--- src/rtl/ad_cap_pkg.sv ---
// Shared types and constants for the AD9226 triggered capture sequencer.
package ad_cap_pkg;

    localparam int unsigned SMP_W   = 12;
    localparam int unsigned RAM_W   = 2 * SMP_W;
    localparam int unsigned DECIM_W = 8;

    localparam logic EDGE_RISE = 1'b0;
    localparam logic EDGE_FALL = 1'b1;

    localparam logic SRC_CH1 = 1'b0;
    localparam logic SRC_CH2 = 1'b1;

    typedef enum logic [1:0] {
        StIdle    = 2'd0,
        StArmed   = 2'd1,
        StCapture = 2'd2,
        StDone    = 2'd3
    } cap_state_e;

endpackage

--- src/rtl/ad_trig_detect.sv ---
// Level-crossing trigger detector: previous-sample register plus threshold compare.
module ad_trig_detect
    import ad_cap_pkg::*;
(
    input  logic             ad_clk,
    input  logic             rst,
    input  logic             enable,
    input  logic             trig_edge,
    input  logic [SMP_W-1:0] cur,
    input  logic [SMP_W-1:0] level,
    output logic             trig_hit
);

    logic [SMP_W-1:0] prev_q;
    logic             prev_valid_q;
    logic             rise;
    logic             fall;

    // prev_valid follows enable by one cycle, so the first enabled cycle never fires.
    always_ff @(posedge ad_clk) begin
        if (rst) begin
            prev_q       <= '0;
            prev_valid_q <= 1'b0;
        end else begin
            prev_q       <= cur;
            prev_valid_q <= enable;
        end
    end

    always_comb begin
        rise     = (prev_q < level) && (cur >= level);
        fall     = (prev_q > level) && (cur <= level);
        trig_hit = enable && prev_valid_q && ((trig_edge == EDGE_FALL) ? fall : rise);
    end

endmodule

--- src/rtl/ad_capture_ctrl.sv ---
// Triggered, decimating capture of ch1/ch2 sample pairs into an external sample RAM.
module ad_capture_ctrl
    import ad_cap_pkg::*;
#(
    parameter int unsigned ADDR_W    = 10,
    parameter int unsigned AUTO_TRIG = 0,
    parameter int unsigned AUTO_W    = 24
) (
    input  logic               ad_clk,
    input  logic               rst,
    input  logic [SMP_W-1:0]   ad_ch1,
    input  logic [SMP_W-1:0]   ad_ch2,
    input  logic               arm,
    input  logic               abort,
    input  logic               trig_force,
    input  logic               trig_src,
    input  logic               trig_edge,
    input  logic [SMP_W-1:0]   trig_level,
    input  logic [DECIM_W-1:0] decim,
    input  logic [ADDR_W-1:0]  cap_len,
    output logic               ram_we,
    output logic [ADDR_W-1:0]  ram_waddr,
    output logic [RAM_W-1:0]   ram_wdata,
    output logic               busy,
    output logic               done,
    output logic               triggered_auto
);

    localparam logic [AUTO_W-1:0] AutoLast = AUTO_W'((AUTO_TRIG == 0) ? 0 : AUTO_TRIG - 1);

    cap_state_e state_q, state_d;

    logic               src_q;
    logic               edge_q;
    logic [SMP_W-1:0]   level_q;
    logic [DECIM_W-1:0] decim_q;
    logic [ADDR_W-1:0]  len_q;
    logic [AUTO_W-1:0]  tmo_q;
    logic [DECIM_W-1:0] dcnt_q;
    logic               auto_q;
    logic               ram_we_q;
    logic [ADDR_W-1:0]  ram_waddr_q;
    logic [RAM_W-1:0]   ram_wdata_q;

    logic              armed;
    logic              arm_ok;
    logic              trig_hit;
    logic              tmo_hit;
    logic              trig_fire;
    logic              cap_write;
    logic [ADDR_W-1:0] next_addr;

    assign armed     = (state_q == StArmed);
    assign arm_ok    = arm && !abort && (state_q == StIdle || state_q == StDone);
    assign tmo_hit   = (AUTO_TRIG != 0) && armed && (tmo_q == AutoLast);
    assign trig_fire = !abort && armed && (trig_force || trig_hit || tmo_hit);
    assign cap_write = !abort && (state_q == StCapture) && (dcnt_q == '0);
    assign next_addr = ram_waddr_q + 1'b1;

    ad_trig_detect u_trig_detect (
        .ad_clk    (ad_clk),
        .rst       (rst),
        .enable    (armed),
        .trig_edge (edge_q),
        .cur       ((src_q == SRC_CH2) ? ad_ch2 : ad_ch1),
        .level     (level_q),
        .trig_hit  (trig_hit)
    );

    always_ff @(posedge ad_clk) begin
        if (rst) begin
            state_q <= StIdle;
        end else begin
            state_q <= state_d;
        end
    end

    always_comb begin
        state_d = state_q;
        if (abort) begin
            state_d = StIdle;
        end else begin
            unique case (state_q)
                StIdle, StDone: if (arm) state_d = StArmed;
                StArmed:        if (trig_fire) state_d = (len_q == '0) ? StDone : StCapture;
                StCapture:      if (cap_write && next_addr == len_q) state_d = StDone;
                default:        state_d = StIdle;
            endcase
        end
    end

    always_comb begin
        busy = (state_q == StArmed) || (state_q == StCapture);
        done = (state_q == StDone);
    end

    always_ff @(posedge ad_clk) begin
        if (rst) begin
            src_q       <= 1'b0;
            edge_q      <= 1'b0;
            level_q     <= '0;
            decim_q     <= '0;
            len_q       <= '0;
            tmo_q       <= '0;
            dcnt_q      <= '0;
            auto_q      <= 1'b0;
            ram_we_q    <= 1'b0;
            ram_waddr_q <= '0;
            ram_wdata_q <= '0;
        end else begin
            ram_we_q <= 1'b0;
            if (arm_ok) begin
                src_q   <= trig_src;
                edge_q  <= trig_edge;
                level_q <= trig_level;
                decim_q <= decim;
                len_q   <= cap_len;
                tmo_q   <= '0;
                auto_q  <= 1'b0;
            end else if (armed && !abort) begin
                tmo_q <= tmo_q + 1'b1;
            end

            if (trig_fire) begin
                ram_we_q    <= 1'b1;
                ram_waddr_q <= '0;
                ram_wdata_q <= {ad_ch2, ad_ch1};
                dcnt_q      <= decim_q;
                // Force outranks a coincident level hit; otherwise only the timeout is "auto".
                auto_q      <= trig_force || !trig_hit;
            end else if (cap_write) begin
                ram_we_q    <= 1'b1;
                ram_waddr_q <= next_addr;
                ram_wdata_q <= {ad_ch2, ad_ch1};
                dcnt_q      <= decim_q;
            end else if (state_q == StCapture && dcnt_q != '0) begin
                dcnt_q <= dcnt_q - 1'b1;
            end
        end
    end

    assign ram_we         = ram_we_q;
    assign ram_waddr      = ram_waddr_q;
    assign ram_wdata      = ram_wdata_q;
    assign triggered_auto = auto_q;

endmodule

--- config.mk ---
export PLATFORM = sky130hd
export DESIGN_NAME = ad_capture_ctrl
export DESIGN_NICKNAME = d
export VERILOG_FILES = /design/src/rtl/ad_cap_pkg.sv /design/src/rtl/ad_trig_detect.sv /design/src/rtl/ad_capture_ctrl.sv
export SDC_FILE = /design/constraint.sdc
export NUM_CORES = 1
export LEC_CHECK = 0
export CORE_MARGIN = 3
export CORE_UTILIZATION = 55
export CTS_CLUSTER_SIZE = 14
export DETAILED_ROUTE_END_ITERATION = 10
export GPL_TIMING_DRIVEN = 0
export PLACE_DENSITY_LB_ADDON = 0.2
export SKIP_CTS_REPAIR_TIMING = 1
export SLEW_MARGIN = 20
export SYNTH_ARGS = -nofsm -noshare
export SYNTH_HDL_FRONTEND = slang
export SYNTH_SLANG_ARGS = --single-unit
--- constraint.sdc ---
create_clock -name ad_clk -period 6.75 [get_ports ad_clk]
set_input_delay 0.675 -clock ad_clk [delete_from_list [all_inputs] [get_ports ad_clk]]
set_output_delay 0.675 -clock ad_clk [all_outputs]
set_load 0.005 [all_outputs]
## Yosys cells after proc, flatten, opt, wreduce, memory -nomap -nowiden

Index checks and enable logic that the tools add are counted.

- Bits in registers: 91
- Output and inout port bits: 38
- Logic and storage cells: 71

- $add $sub $neg: 2
- Magnitude comparators: 4
- Equal/unequal tests: 7
- Mux-type cells: 16
- Reduce and logical (&&, ||, !) cells: 29

Operators with widths:

| cell | count |
|---|---|
| $mux W24 | 2 |
| $mux W8 | 3 |
| $ge A12 B12 Y1 | 1 |
| $gt A12 B12 Y1 | 1 |
| $le A12 B12 Y1 | 1 |
| $logic_and A1 B1 Y1 | 12 |
| $lt A12 B12 Y1 | 1 |
| $mux W12 | 1 |
| $add A10 B1 Y10 const B | 1 |
| $eq A10 B10 Y1 | 1 |
| $logic_not A10 Y1 | 1 |
| $logic_not A8 Y1 | 1 |
| $reduce_bool A8 Y1 | 1 |
| $sub A8 B1 Y8 const B | 1 |
| $mux W1 | 6 |
| $mux W2 | 3 |
| $pmux W2 S3 | 1 |
| $reduce_or A2 Y1 | 3 |
| $eq A2 B2 Y1 const B | 2 |
| $logic_or A1 B1 Y1 | 4 |
| $ne A2 B1 Y1 const B | 2 |
| $reduce_bool A2 Y1 | 2 |
| $reduce_and A3 Y1 | 1 |
| $reduce_bool A3 Y1 | 1 |
| other kinds (4) | 5 |

## Longest topological paths before layout

Gate-level depths: netlist of run 1.

- Depth after elaboration: 9
- Mapped depth: 13

## Modules after synthesis

From an unflattened synthesis of run 1, not the netlist that was laid out.

- Cell total of the unflattened synthesis: 543
- Area total of the unflattened synthesis: 4481.8 sq um

Modules (own cells, without submodules):

| module | instances | cells each | area each (sq um) | seq. area each (sq um) |
|---|---|---|---|---|
| ad_capture_ctrl | 1 | 439 | 3540.9 | 1561.5 |
| ad_trig_detect | 1 | 104 | 940.9 | 260.2 |

## Worst setup path after synthesis of run 1

Ideal clock, no wire load.

- Path kind: register to register
- Start: register src_q
- End: register ram_waddr_q[1] (netlist: ram_waddr[1])
- Library setup time: 0.066 ns
- Data arrival time: 3.060 ns
- Required time: 6.684 ns
- Slack: 3.624 ns
- Cell stages (with the launch flop): 14
- Buffers on the path: 3
- Cell sequence: dfxtp_1 buf_1 mux2_2 ha_1 a21o_1 nand3_1 a21oi_1 a2111o_1 xor2_1 o21a_1 buf_6 or3_1 buf_6 a21oi_2

- Longest elaborated chain between the ends: 8
- Elaborated cells between the ends (all ways): 10
- Classes of those cells: 2 x order compare; 2 x mux; 6 x reduce/logical

Ends and longest elaborated chain:

| what | line | text |
|---|---|---|
| from (decl) | ad_capture_ctrl.sv:33 | `logic src_q;` |
| from (signal assigned) | ad_capture_ctrl.sv:113 | `src_q <= trig_src;` |
| $mux W12 * | ad_capture_ctrl.sv:65 | `.cur ((src_q == SRC_CH2) ? ad_ch2 : ad_ch1),` |
| via u_trig_detect.cur[5] | ad_trig_detect.sv:9 | `input logic [SMP_W-1:0] cur,` |
| $ge A12 B12 Y1 or $le A12 B12 Y1 (tied branches) | ad_trig_detect.sv:31, ad_trig_detect.sv:32 |  |
| $logic_and A1 B1 Y1 (on tied branches) | ad_trig_detect.sv:31, ad_trig_detect.sv:32 |  |
| $mux W1 * | ad_trig_detect.sv:33 | `trig_hit = enable && prev_valid_q && ((trig_edge == EDGE_FALL) ? fall : rise);` |
| $logic_and A1 B1 Y1 * | ad_trig_detect.sv:33 |  |
| $logic_or A1 B1 Y1 * | ad_capture_ctrl.sv:56 | `assign trig_fire = !abort && armed && (trig_force \|\| trig_hit \|\| tmo_hit);` |
| $logic_and A1 B1 Y1 * | ad_capture_ctrl.sv:56 |  |
| $reduce_or A2 Y1 (no line) * | -- |  |
| to (signal assigned) | ad_capture_ctrl.sv:133 | `ram_waddr_q <= next_addr;` |
| to (decl) | ad_capture_ctrl.sv:42 | `logic [ADDR_W-1:0] ram_waddr_q;` |

The timed path passes the listed nets; every way through them passes the cells marked *.
A chain may end at the register's enable or synchronous reset.

## Worst setup path in the final report of run 1

- Start: register src_q
- End: register dcnt_q[5]

- Longest elaborated chain between the ends: 8
- Elaborated cells between the ends (all ways): 11
- Classes of those cells: 2 x order compare; 3 x mux; 6 x reduce/logical

Ends and longest elaborated chain:

| what | line | text |
|---|---|---|
| $mux W12 * | ad_capture_ctrl.sv:65 |  |
| via u_trig_detect.cur[1] | ad_trig_detect.sv:9 |  |
| $ge A12 B12 Y1 or $le A12 B12 Y1 (tied branches) | ad_trig_detect.sv:31, ad_trig_detect.sv:32 |  |
| $logic_and A1 B1 Y1 (on tied branches) | ad_trig_detect.sv:31, ad_trig_detect.sv:32 |  |
| $mux W1 * | ad_trig_detect.sv:33 |  |
| $logic_and A1 B1 Y1 * | ad_trig_detect.sv:33 |  |
| $logic_or A1 B1 Y1 * | ad_capture_ctrl.sv:56 |  |
| $logic_and A1 B1 Y1 * | ad_capture_ctrl.sv:56 |  |
| $reduce_bool A3 Y1 (no line) or $mux W8 (tied branches) | -- |  |
| to (signal assigned) | ad_capture_ctrl.sv:128 | `dcnt_q <= decim_q;` |
| to (signal assigned) | ad_capture_ctrl.sv:135 | `dcnt_q <= decim_q;` |
| to (signal assigned) | ad_capture_ctrl.sv:137 | `dcnt_q <= dcnt_q - 1'b1;` |
| to (decl) | ad_capture_ctrl.sv:39 | `logic [DECIM_W-1:0] dcnt_q;` |

Marks and branches as above.

==> results.json, run 1 <==
{
  "yosys_warnings": 0,
  "drv_slew": 0,
  "fp.dieArea_sq_um": 9660,
  "yosysSeqAreaShare": 0.389,
  "die_h_um": 98.3,
  "syn_avg_cell_area_sq_um": 8.32,
  "gp_congestion": 0.852,
  "p_int_mw": 0.821,
  "crit_type": "reg -> reg",
  "crit_fanout": 10,
  "syn_area_sq_um": 4690,
  "seqPwrFrac": 0.506,
  "run_status": "finished, final reports clean",
  "finalSetupViolations": 0,
  "overflow": 0,
  "critPathRequiredTime_ns": 7.04,
  "num_vias": 4489,
  "grt_max_degree": 16,
  "max_slew_margin": 0.454,
  "hold_path.class": "reg -> reg",
  "comb_power_share": 0.186,
  "clock-sinks": 91,
  "synth_cell_types": 47,
  "clock_path_buffers": 2,
  "drv_cap": 0,
  "htree_levels": 3,
  "post_drt_wl_per_cell_um": 16.7,
  "yosysTopAreaCellShare": 0.389,
  "utilization": 0.724,
  "power.switching_mw": 0.323,
  "cts-root-buf": "clkbuf_8",
  "crit_arrival_ns": 3.99,
  "antenna_found_initial": 0,
  "clkTransAtPathRegs_ns": 0.09,
  "synth-edff-count": 0,
  "switching_share": 0.282,
  "p_leak_nw": 2.23,
  "yosysMostFrequentCell": "dfxtp_1",
  "syn_inst": 563,
  "yosys-top-cells-count": "dfxtp_1 (91), nand2_1 (81), a21oi_1 (70)",
  "drc_errors": 0,
  "cts_buffers": 9,
  "syn_to_final_growth_pct": 27.6,
  "synth_nets": 653,
  "min_period_ns": 3.71,
  "yosys_register_bits": 91,
  "synth_flop_cell": "dfxtp_1",
  "first_iter_violations": 227,
  "cp-end-kind": "flop",
  "final_nets": 761,
  "io_buffer_count": 97,
  "tritoncts": "yes",
  "hold_viol": 0,
  "clk_latency_ns": 0.36,
  "placementRows": 33,
  "io_pins": 99,
  "async_flop_share": 0,
  "grt_pass1_wl_um": 21300,
  "diodes": 0,
  "grt_use_total": 0.271,
  "regArea_sq_um": 1820,
  "initial_core_util": 0.567,
  "tightest_slew_ns": 0.813,
  "power_density_nw_per_um2": 191,
  "synth_largest_area_cell": "dfxtp_1",
  "wl_um": 13100,
  "die-width_um": 98.3,
  "finalSetupTns_ns": 0,
  "critPathLaunchType": "flop",
  "fmax_mhz": 270,
  "multi_input_area_sq_um": 2590,
  "first_global_vias": 4424,
  "post-route-period-util": 0.549,
  "n_fill_cell": 681,
  "p_total_mw": 1.14,
  "hpwl_um": 10000,
  "first_pass_iters": 5,
  "rsz0062_at_grt": "no",
  "holdPathStages": 2,
  "irDropWorstVdd_mv": 0.114,
  "coreArea_sq_um": 8260,
  "rrSetupSlack_ns": 3.04,
  "vias_per_cell": 5.75,
  "reg2reg_depth": 12,
  "ant_nets": 0,
  "synth_area_leaders": "dfxtp_1 (39%), ha_1 (7.7%), a21oi_1 (7.5%), nand2_1 (6.5%), nand4_1 (4.9%)",
  "p_clk_frac": 0.308,
  "drive_gt1_frac": 0.0666,
  "clock-skew-final_ns": 0.0112
}
==> registers in the layout, summed over array words and instances, names as in the netlist <==
signal / cells
src_q: 1
ram_waddr: 10
dcnt_q: 8
ram_we: 1
edge_q: 1
decim_q: 8
u_trig_detect.prev_q: 12
len_q: 10
state_q: 2
triggered_auto: 1
u_trig_detect.prev_valid_q: 1
level_q: 12
ram_wdata: 24
==> metal layers <==
layer | global-route usage | part of all wire | wire length, um | up-vias
met4 | 0.0893 | 0.014 | 180 | 0
met2 | 0.446 | 0.47 | 6200 | 159
met5 | 0 | 0 | 0 | -
met1 | 0.360 | 0.44 | 5790 | 2089
li1 | - | - | - | 2221
met3 | 0.0514 | 0.069 | 901 | 20
==> kinds of logic (layout without fill, tap and decap cells) <==
kind of cell / after synthesis / in the layout / share of synthesized area
AOI/OAI and AO/OA: 129 / 129 / 0.168
xor gates and xnor gates: 26 / 26 / 0.0518
muxes: 14 / 14 / 0.0328
buffers and inverters: 66 / 179 / 0.0582
adders and majority gates: 29 / 29 / 0.0774
and+or+nand+nor: 208 / 208 / 0.223
DFF: 91 / 91 / 0.389
==> cells in the final DEF, fill, tap and decap left out, drive strengths merged, types with 18 or more instances in the layout <==
cell type	count
inv	23
nand2	81
clkdlybuf4s50	97
nor2	22
dfxtp	91
nand4	37
clkbuf	44
o31ai	27
ha	29
a21oi	71
nor2b	18
==> per-stage QoR <==
step | instances | hold WS (ns) | cell area (sq um) | setup WS (ns)
after floorplan | 563 | 0.436 | 4690 | 3.62
after global placement | 765 | 0.444 | 5790 | 3.00
after detailed placement | 765 | 0.447 | 5790 | 2.95
after CTS | 781 | 0.459 | 5980 | 3.11
after global routing | 781 | 0.484 | 5980 | 2.88
final | 781 | 0.458 | 5980 | 3.04
==> critical path: stages, from the launching register on <==
cell and delay, ns:
dfxtp_1 0.41, buf_1 0.47, mux2_2 0.44, ha_1 0.30, nor2b_1 0.14, o211ai_1 0.18
a21oi_1 0.11, a2111o_1 0.33, xor2_1 0.18, o21ai_2 0.44, buf_2 0.34, a31oi_1 0.12
nor3_1 0.18
==> worst paths after layout <==
| check | start | endpoint |
|---|---|---|
| max | src_q | dcnt_q[5] |
| min | level_q[10] | level_q[10] |
| max reg2reg | src_q | dcnt_q[5] |
| min reg2reg | level_q[10] | level_q[10] |
==> power groups by stage <==
stage               combinational [mW]  clock (mW)  sequential (mW)
floorplan                        0.124           0            0.587
global placement                 0.203           0            0.590
detailed placement               0.209           0            0.591
CTS                              0.211       0.355            0.579
global route                     0.236       0.374            0.582
finish                           0.212       0.352            0.579
==> layout make-up <==
cell class | count | area share
flip-flops and latches | 91 | 0.305
clock inverters | 5 | 0.00628
plain buffers | 43 | 0.0312
well taps | 105 | 0.0220
repair buffers | 97 | 0.162
clock buffers | 11 | 0.0253
multi-input cells | 406 | 0.434
inverters | 23 | 0.0144
(Power assumes the default switching activity.)
==> run 2, diff against run 1 <==
--- a/config.mk
+++ b/config.mk
@@ -6,7 +6,7 @@
 export NUM_CORES = 1
 export LEC_CHECK = 0
 export CORE_MARGIN = 3
-export CORE_UTILIZATION = 55
+export CORE_UTILIZATION = 51
 export CTS_CLUSTER_SIZE = 14
 export DETAILED_ROUTE_END_ITERATION = 10
 export GPL_TIMING_DRIVEN = 0
==> constraint.sdc (replaced) <==
create_clock -name ad_clk -period 3.7 [get_ports ad_clk]
set_input_delay 0.37 -clock ad_clk [delete_from_list [all_inputs] [get_ports ad_clk]]
set_output_delay 0.37 -clock ad_clk [all_outputs]
set_load 0.005 [all_outputs]
==> run 2 against run 1 <==
  * Worst setup slack lost 2.6 ns
  * Non-clock buffer count fell by 1
  * Total power rose by 89%
  * Sequential share of layout area fell by 0.075 points
  * First-iteration DRC count up 22%
  * Critical endpoint is now ram_wdata[23]
==> results.json, run 2 (synthesized netlist as in run 1, its figures left out) <==
{
  "drv_cap": 0,
  "critPathMostFrequentCell": "a21oi_1",
  "hold_viol": 0,
  "die-width_um": 102,
  "cp-end-kind": "flop",
  "p_leak_nw": 2.26,
  "crit_fanout": 13,
  "wl_um": 13100,
  "cp_cell_sequence": "mux2_2 -> ha_1 -> a21o_1 -> nand3_1 -> a21oi_1 -> a2111o_1 -> xor2_1 -> o21ai_2 -> buf_2 -> nand4_1 -> a21oi_1",
  "vias_per_cell": 5.90,
  "cts_buffers": 9,
  "critPathRequiredTime_ns": 3.98,
  "clk_latency_ns": 0.36,
  "crit_arrival_ns": 3.58,
  "dr.max_layer_used": "met4",
  "diodes": 0,
  "crit_family": "compound AO/OA/AOI/OAI gates",
  "first_pass_iters": 6,
  "drv_slew": 0,
  "run_status": "finished, final reports clean",
  "io_pins": 99,
  "htree_levels": 3,
  "hpwl_um": 10100,
  "cts-root-buf": "clkbuf_8",
  "clock_path_buffers": 2,
  "grt_max_degree": 15,
  "final_cell_mix": "clkdlybuf4s50_1 (97), dfxtp_1 (90), nand2_1 (81), a21oi_1 (70), nand4_1 (37)",
  "switching_share": 0.263,
  "power.switching_mw": 0.567,
  "die_h_um": 102,
  "first_iter_violations": 278,
  "final_nets": 760,
  "min_period_ns": 3.30,
  "syn_to_final_growth_pct": 28.0,
  "tritoncts": "yes",
  "placed_area_sq_um": 5790,
  "overflow": 0,
  "wl_met1_um": 5760,
  "fmax_mhz": 303,
  "post_drt_wl_per_cell_um": 16.8,
  "clkTransAtPathRegs_ns": 0.09,
  "num_vias": 4612,
  "fp.dieArea_sq_um": 10400,
  "max_slew_margin": 0.467,
  "clock-skew-final_ns": 0.0119,
  "cp_slowest_cell": "dfxtp_2",
  "ant_nets": 0,
  "grt_pass1_wl_um": 20900,
  "io_buffer_count": 97,
  "p_int_mw": 1.59,
  "hold_path.class": "reg -> reg",
  "comb_power_share": 0.178,
  "tightest_slew_ns": 0.794,
  "placementRows": 34,
  "initial_core_util": 0.532,
  "irDropWorstVdd_mv": 0.212,
  "gp_congestion": 0.934,
  "finalSetupTns_ns": 0,
  "final_common_cell": "clkdlybuf4s50_1",
  "power_density_nw_per_um2": 360,
  "wl_met3_um": 983,
  "antenna_found_initial": 0,
  "largest_reg_flops": 24,
  "cp.buffers_inverters": 1,
  "worst_path_largest_cell_delay_ns": 0.53,
  "drive_gt1_frac": 0.0653,
  "fin_area_sq_um": 6000,
  "clock-sinks": 91,
  "dr_wl_met2_um": 6130,
  "rsz0062_at_grt": "no",
  "p_clk_frac": 0.332,
  "critPathLaunchType": "flop",
  "seqPwrFrac": 0.490,
  "coreArea_sq_um": 8810,
  "crit_type": "reg -> reg",
  "first_global_vias": 4346,
  "post-route-period-util": 0.892,
  "finalSetupViolations": 0,
  "drc_errors": 0,
  "grt_use_total": 0.253
}
run 2: layer usage:
metal  track usage  vias to the layer above
li1              -                     2228
met1         0.342                     2164
met2         0.412                      195
met3        0.0362                       25
met4        0.0918                        0
met5             0                        -
run 2: path summary, 6_finish.rpt:
check / start / endpoint / slack (ns) / cells after the start
worst max-delay path: src_q / ram_wdata[23] / 0.40 / 11
worst min-delay path: level_q[8] / level_q[8] / 0.46 / 2
worst max register to register: src_q / ram_wdata[23] / 0.40 / 11
worst min register to register: level_q[8] / level_q[8] / 0.46 / 2
run 2: worst register-to-register path, stage by stage, from the launching register on:
cell	delay, ns
dfxtp_2	0.53
mux2_2	0.41
ha_1	0.30
a21o_1	0.18
nand3_1	0.07
a21oi_1	0.08
a2111o_1	0.42
xor2_1	0.18
o21ai_2	0.44
buf_2	0.33
nand4_1	0.13
a21oi_1	0.18
run 2: area by class of cell:
cell class / instances / area, sq um
Fill cell: 744 / 2810
Multi-Input combinational cell: 406 / 2590
Sequential cell: 91 / 1820
Timing Repair Buffer: 97 / 971
Buffer: 42 / 183
Tap cell: 108 / 135
Clock buffer: 10 / 128
Inverter: 23 / 86.3
Clock inverter: 5 / 78.8
run 2: power groups by stage:
stage	Sequential [mW]	Combinational [mW]	Clock, mW
6_report	1.06	0.384	0.718
3_5_place_dp	1.08	0.380	0
4_1_cts	1.06	0.384	0.730
2_1_floorplan	1.07	0.227	0
3_3_place_gp	1.08	0.371	0
5_1_grt	1.06	0.429	0.764
run 2: metrics by stage:
| stage | util | total power [mW] | hold WS [ns] | instances | setup WS [ns] |
|---|---|---|---|---|---|
| global route | 0.681 | 2.26 | 0.489 | 782 | 0.192 |
| global placement | 0.658 | 1.45 | 0.444 | 768 | 0.126 |
| floorplan | - | 1.30 | 0.436 | 563 | 0.574 |
| detailed placement | 0.658 | 1.46 | 0.453 | 768 | 0.103 |
| finish | 0.681 | 2.16 | 0.462 | 782 | 0.401 |
| CTS | 0.681 | 2.17 | 0.465 | 783 | 0.0613 |
